===== config.mk =====
export PLATFORM = sky130hd
export DESIGN_NAME = spi_config_sequencer
export DESIGN_NICKNAME = d
export VERILOG_FILES = /design/src/rtl/spi_config_sequencer.sv
export SDC_FILE = /design/constraint.sdc
export NUM_CORES = 1
export LEC_CHECK = 0
export CORE_ASPECT_RATIO = 1.2
export CORE_UTILIZATION = 45
export CTS_CLUSTER_DIAMETER = 150
export DETAILED_ROUTE_END_ITERATION = 10
export PLACE_DENSITY_LB_ADDON = 0.08
export SKIP_CTS_REPAIR_TIMING = 1
export SYNTH_ARGS = -nofsm -noshare
export SYNTH_HDL_FRONTEND = slang
export SYNTH_SLANG_ARGS = --single-unit
export TNS_END_PERCENT = 20

===== constraint.sdc =====
create_clock -name clk -period 2.8 [get_ports clk]
set_clock_uncertainty 0.1 [all_clocks]
set_input_delay 0.7 -clock clk [delete_from_list [all_inputs] [get_ports clk]]
set_output_delay 0.7 -clock clk [all_outputs]
set_load 0.05 [all_outputs]

===== src/rtl/spi_config_sequencer.sv =====
// ROM-driven SPI configuration engine: walks a command ROM issuing mode-0 writes,
// read-back verifies and timed delays, then reports done/error to bring-up logic.
module spi_config_sequencer #(
    parameter int unsigned WORD_WIDTH = 32,
    parameter int unsigned ADDR_WIDTH = 8,
    parameter int unsigned NUM_CS     = 1,
    parameter int unsigned SCLK_DIV   = 2,
    parameter int unsigned CS_GAP     = 4,
    parameter bit          AUTO_START = 1'b1
) (
    input  logic                  clk,
    input  logic                  reset,
    input  logic                  start,
    output logic [ADDR_WIDTH-1:0] rom_address,
    input  logic [3:0]            rom_command,
    input  logic [WORD_WIDTH-1:0] rom_data,
    output logic                  sclk,
    output logic [NUM_CS-1:0]     cs_n,
    output logic                  mosi,
    input  logic                  miso,
    output logic                  pdn,
    output logic                  busy,
    output logic                  done,
    output logic                  error,
    output logic [ADDR_WIDTH-1:0] error_address
);

    localparam int unsigned PhaseLast = 2 * WORD_WIDTH + 1;
    localparam int unsigned PhaseW    = $clog2(PhaseLast + 1);
    localparam int unsigned GapRaw    = CS_GAP * SCLK_DIV;
    // FETCH and DECODE also keep cs_n high, so they are counted as part of the gap.
    localparam int unsigned GapCycles = (GapRaw > 2) ? GapRaw - 2 : 1;
    localparam int unsigned DelayW    = (WORD_WIDTH < 16) ? WORD_WIDTH : 16;

    localparam logic [PhaseW-1:0] PhaseLastL   = PhaseW'(PhaseLast);
    localparam logic [PhaseW-1:0] PhaseRiseEnd = PhaseW'(2 * WORD_WIDTH);
    localparam logic [31:0]       DivEnd       = 32'(SCLK_DIV - 1);
    localparam logic [31:0]       GapEnd       = 32'(GapCycles - 1);
    localparam logic [2:0]        NumCsL       = 3'(NUM_CS);

    localparam logic [1:0] OpEnd    = 2'd0;
    localparam logic [1:0] OpWrite  = 2'd1;
    localparam logic [1:0] OpVerify = 2'd2;
    localparam logic [1:0] OpDelay  = 2'd3;

    typedef enum logic [3:0] {
        StIdle, StFetch, StDecode, StShift, StGap, StDelay, StFetchExp, StCompare, StFinish
    } state_e;

    state_e                  state_q, state_d;
    logic [ADDR_WIDTH-1:0]   addr_q, addr_d;
    logic [WORD_WIDTH-1:0]   shreg_q, shreg_d;
    logic [WORD_WIDTH-1:0]   cap_q, cap_d;
    logic [PhaseW-1:0]       phase_q, phase_d;
    logic [31:0]             div_q, div_d;
    logic [31:0]             cnt_q, cnt_d;
    logic [1:0]              cs_idx_q, cs_idx_d;
    logic                    is_verify_q, is_verify_d;
    logic                    done_q, done_d;
    logic                    error_q, error_d;
    logic [ADDR_WIDTH-1:0]   err_addr_q, err_addr_d;
    logic                    auto_q, auto_d;

    logic   launch;
    logic   advance;
    state_e adv_state;

    always_ff @(posedge clk) begin
        if (reset) begin
            state_q     <= StIdle;
            addr_q      <= '0;
            shreg_q     <= '0;
            cap_q       <= '0;
            phase_q     <= '0;
            div_q       <= '0;
            cnt_q       <= '0;
            cs_idx_q    <= '0;
            is_verify_q <= 1'b0;
            done_q      <= 1'b0;
            error_q     <= 1'b0;
            err_addr_q  <= '0;
            auto_q      <= AUTO_START;
        end else begin
            state_q     <= state_d;
            addr_q      <= addr_d;
            shreg_q     <= shreg_d;
            cap_q       <= cap_d;
            phase_q     <= phase_d;
            div_q       <= div_d;
            cnt_q       <= cnt_d;
            cs_idx_q    <= cs_idx_d;
            is_verify_q <= is_verify_d;
            done_q      <= done_d;
            error_q     <= error_d;
            err_addr_q  <= err_addr_d;
            auto_q      <= auto_d;
        end
    end

    always_comb begin
        state_d     = state_q;
        addr_d      = addr_q;
        shreg_d     = shreg_q;
        cap_d       = cap_q;
        phase_d     = phase_q;
        div_d       = div_q;
        cnt_d       = cnt_q;
        cs_idx_d    = cs_idx_q;
        is_verify_d = is_verify_q;
        done_d      = done_q;
        error_d     = error_q;
        err_addr_d  = err_addr_q;
        auto_d      = auto_q;
        advance     = 1'b0;
        adv_state   = StFetch;

        launch = ((state_q == StIdle) && (start || auto_q)) || ((state_q == StFinish) && start);

        unique case (state_q)
            StIdle, StFinish: begin
                if (launch) begin
                    auto_d     = 1'b0;
                    addr_d     = '0;
                    done_d     = 1'b0;
                    error_d    = 1'b0;
                    err_addr_d = '0;
                    state_d    = StFetch;
                end
            end
            StFetch:    state_d = StDecode;
            StFetchExp: state_d = StCompare;
            StDecode: begin
                cs_idx_d    = rom_command[3:2];
                is_verify_d = (rom_command[1:0] == OpVerify);
                if ((rom_command[1:0] != OpEnd) && ({1'b0, rom_command[3:2]} >= NumCsL)) begin
                    state_d    = StFinish;
                    done_d     = 1'b1;
                    error_d    = 1'b1;
                    err_addr_d = addr_q;
                end else begin
                    unique case (rom_command[1:0])
                        OpEnd: begin
                            state_d = StFinish;
                            done_d  = 1'b1;
                        end
                        OpWrite, OpVerify: begin
                            shreg_d = rom_data;
                            phase_d = '0;
                            div_d   = '0;
                            state_d = StShift;
                        end
                        OpDelay: begin
                            if (rom_data[DelayW-1:0] == '0) begin
                                advance = 1'b1;
                            end else begin
                                cnt_d   = 32'(rom_data[DelayW-1:0]);
                                state_d = StDelay;
                            end
                        end
                        default: ;
                    endcase
                end
            end
            StShift: begin
                if (div_q == DivEnd) begin
                    div_d   = '0;
                    phase_d = phase_q + 1'b1;
                    // Even -> odd phase is the SCLK rising edge, odd -> even the falling edge.
                    if (!phase_q[0] && (phase_q < PhaseRiseEnd)) begin
                        cap_d = {cap_q[WORD_WIDTH-2:0], miso};
                    end
                    if (phase_q[0] && (phase_q < PhaseLastL)) begin
                        shreg_d = {shreg_q[WORD_WIDTH-2:0], 1'b0};
                    end
                    if (phase_q == PhaseLastL) begin
                        cnt_d   = '0;
                        state_d = StGap;
                    end
                end else begin
                    div_d = div_q + 32'd1;
                end
            end
            StGap: begin
                if (cnt_q == GapEnd) begin
                    advance   = 1'b1;
                    adv_state = is_verify_q ? StFetchExp : StFetch;
                end else begin
                    cnt_d = cnt_q + 32'd1;
                end
            end
            StDelay: begin
                if (cnt_q == 32'd1) begin
                    advance = 1'b1;
                end else begin
                    cnt_d = cnt_q - 32'd1;
                end
            end
            StCompare: begin
                if (cap_q == rom_data) begin
                    advance = 1'b1;
                end else begin
                    state_d    = StFinish;
                    done_d     = 1'b1;
                    error_d    = 1'b1;
                    err_addr_d = addr_q;
                end
            end
            default: state_d = StIdle;
        endcase

        // Running off the end of the ROM means the END marker is missing.
        if (advance) begin
            if (addr_q == '1) begin
                state_d    = StFinish;
                done_d     = 1'b1;
                error_d    = 1'b1;
                err_addr_d = '1;
            end else begin
                addr_d  = addr_q + 1'b1;
                state_d = adv_state;
            end
        end
    end

    always_comb begin
        cs_n = '1;
        for (int unsigned i = 0; i < NUM_CS; i++) begin
            if ((state_q == StShift) && (cs_idx_q == 2'(i))) begin
                cs_n[i] = 1'b0;
            end
        end
        sclk          = (state_q == StShift) && phase_q[0] && (phase_q != PhaseLastL);
        mosi          = (state_q == StShift) && shreg_q[WORD_WIDTH-1];
        pdn           = 1'b1;
        busy          = (state_q != StIdle) && (state_q != StFinish);
        done          = done_q;
        error         = error_q;
        error_address = err_addr_q;
        rom_address   = addr_q;
    end

endmodule


==> reports/metrics.cfg, run 1 <==
[run_status]
status=complete, no violations

[logic_synthesis]
synthTopCellsByArea=dfxtp_1 (36%), nor2_1 (6.4%), nand2_1 (5.8%)
synth_top_area_cell=dfxtp_1
synth_common_cells=dfxtp_1 (161), nor2_1 (152), nand2_1 (138)
synth-seq-cells=161
syn-instance-count=1130
seq_area_frac_synth_pct=36.3
dominantRegCellSynth=dfxtp_1
synth_top_area_share_pct=36.3
synth_nets=1181
yosysUniqueCellTypes=68
avgSynthCellArea_um2=7.85
yosysWarnings=0
synth_area_um2=8870
synthArstFlopShare_pct=0
yosysMostFrequentCell=dfxtp_1
synth_edf_count=0

[setup_path]
cpPeakStageDelay_ns=0.52
crit_fanout=5
r2r-start=cnt_q[11]
crit_slowest_cell=clkdlybuf4s50_1
reg2reg_depth=8
arrival_ns=2.95
critPathBufInv=3
path_cells=clkdlybuf4s50_1 > buf_4 > xnor2_1 > nand4_1 > nor4_2 > buf_4 > and3_2 > nor2_1 > or4b_1 > o311ai_0
required_ns=3.02
path_common_cell=buf_4
r2r-end=rom_address[6]
r2r_slack_ns=0.20
startpoint_type=input pin
critPathTopFamily=simple AND/OR/NAND/NOR gates
end_kind=register
criticalPathCategory=in -> reg

[timing]
timing.hold.ws_ns=0.351
slew_headroom_pct=59.4
rsz0062_at_grt=yes
fmax_mhz=366
finalCritPeriodShare_pct=97.5
timing.final.hold_violations=0
drv_slew=0
setup_tns_ns=0
setup_viol=0
min_period_ns=2.73
tightest_slew_ns=0.604

[routing]
viasPerCell=5.71
wl_per_cell_um=16.6
route.detailed.drc=0
first_iter_violations=756
num_vias=8728
first_pass_iters=5
routed_wl_um=25400
antenna_left=0

[layout]
final_layout_size_suffix_gt1_share_pct=15.5
fin_area_um2=11300
syn_to_final_growth_pct=27.0
layout.cells.non_filler=1528
final_nets=1311
antenna_cells=0

[floorplanning]
die_y_um=156
row_count=55
ios=63
initial_core_util_pct=46.5
core_area_um2=19100
die-width_um=130
dieArea_um2=20300

[cts]
cts_sinks=161
cts.htree.levels=4
cts_tree=built
cts_buffer_depth=2
clkLatencyLatePin_ns=0.44
clk_pin_slew_ns=0.07
cts-root-buf=clkbuf_16
cts_buffers=17

[pwr]
pwr_density_cell_nw_per_um2=807
ir_drop_mv=0.505
finalPower_w=0.00909
p_leak_nw=4.06

[global_routing]
grt-ovfl-total=0
grt_pass1_vias=8241
gr-usage-all-layers_pct=26.2
grt_max_degree=64
grt_first_pass_wirelength_um=42300
antenna_found_initial=0

[placement]
placed_cell_area_um2=10500
io_buffers=61
place_hpwl_um=18100
place_congestion=0.857
dp.cells=1496

[hold_path]
min_to=auto_q
min_from=auto_q
hold_path.class=reg -> reg
min_path_cells=2

[run]
cap_violations=0

==> report_power, final <==
group	switching [W]	leakage [nW]	internal, W
clock	0.00107	0.295	0.00134
combinational	0.00227	2.46	0.00162
sequential	0.000236	1.30	0.00255
total	0.00357	4.06	0.00552
==> layout make-up <==
cell class	count	area (um2)
clock inverter	14	170
fill	1789	7800
inverter	19	71.3
tap	256	320
multi-input combinational	878	5440
timing repair buffer	183	1610
clock buffer	17	425
sequential	161	3220
==> worst reg2reg max path, delay by kind of cell (launching register included) <==
family | cells | cell delay (ns)
AND/OR/NAND/NOR | 6 | 1.77
buffers and inverters | 1 | 0.20
flip-flops | 1 | 0.31
AO/OA/AOI/OAI | 1 | 0.09
==> metrics by stage <==
stage / setup slack (ns) / utilization [%]
3_3_place_gp: -0.446 / 55.2
4_1_cts: -0.117 / 58.4
2_1_floorplan: 0.0702 / -
3_5_place_dp: -0.456 / 55.2
5_1_grt: -0.0734 / 59.1
6_report: 0.0690 / 59.1
==> kinds of logic (layout without fill, tap and decap cells) <==
family	count (synthesis)	after routing	share of synthesized area [%]
compound gates	233	233	17.8
other cells	1	1	0.0423
fa+ha+maj	11	11	1.55
flops	161	161	36.3
mux	38	38	4.30
xor+xnor	73	73	7.21
buf+inv	91	233	4.13
simple gates	522	522	28.6
==> layout by cell type, fill, tap and decap left out, types with 11 or more instances in the layout <==
cell	instances
dfxtp_1	160
nand4_1	32
nor2_1	150
o21ai_0	41
ha_1	11
nand2_1	138
or3_1	20
and3_1	16
nor3_1	30
mux2i_1	37
xnor2_1	46
clkbuf_16	17
a211oi_1	12
buf_4	119
xor2_1	24
nand3_1	42
clkdlybuf4s50_1	54
a221o_1	12
nor4_1	24
a21oi_1	64
inv_1	19
a311oi_1	35
==> layer usage <==
| layer | global-route usage (%) | wire length, um |
|---|---|---|
| met5 | 0 | 0 |
| met1 | 35.0 | 11800 |
| met4 | 8.91 | 407 |
| met3 | 3.19 | 958 |
| met2 | 43.3 | 12200 |
==> state kept, by name, indices dropped and copies added (netlist names), 2 cells and up <==
signal and count:
rom_address 8, cs_idx_q 2, div_q 32, phase_q 7, error_address 8, state_q 4
shreg_q 32, cap_q 32, cnt_q 32
==> worst max path at each step <==
| stage | slack [ns] | endpoint | cells after the start | start |
|---|---|---|---|---|
| after floorplan | 0.07 | cnt_q[24] | 10 | rom_command[0] |
| after global placement | -0.45 | rom_address[6] | 10 | rom_data[12] |
| after detailed placement | -0.46 | cnt_q[31] | 11 | rom_command[0] |
| after CTS | -0.12 | mosi | 4 | state_q[0] |
| after global routing | -0.07 | rom_address[6] | 9 | rom_data[4] |
| final | 0.07 | rom_address[6] | 10 | rom_data[3] |
(Power assumes the default switching activity.)
==> run 2: changes to the inputs <==
--- a/config.mk
+++ b/config.mk
@@ -7,6 +7,7 @@
 export LEC_CHECK = 0
 export CORE_ASPECT_RATIO = 1.2
 export CORE_UTILIZATION = 45
+export CTS_BUF_LIST = sky130_fd_sc_hd__clkbuf_16
 export CTS_CLUSTER_DIAMETER = 150
 export DETAILED_ROUTE_END_ITERATION = 10
 export PLACE_DENSITY_LB_ADDON = 0.08
==> results of run 2 <==
Final layout, timing and power as in run 1 (identical DEF).
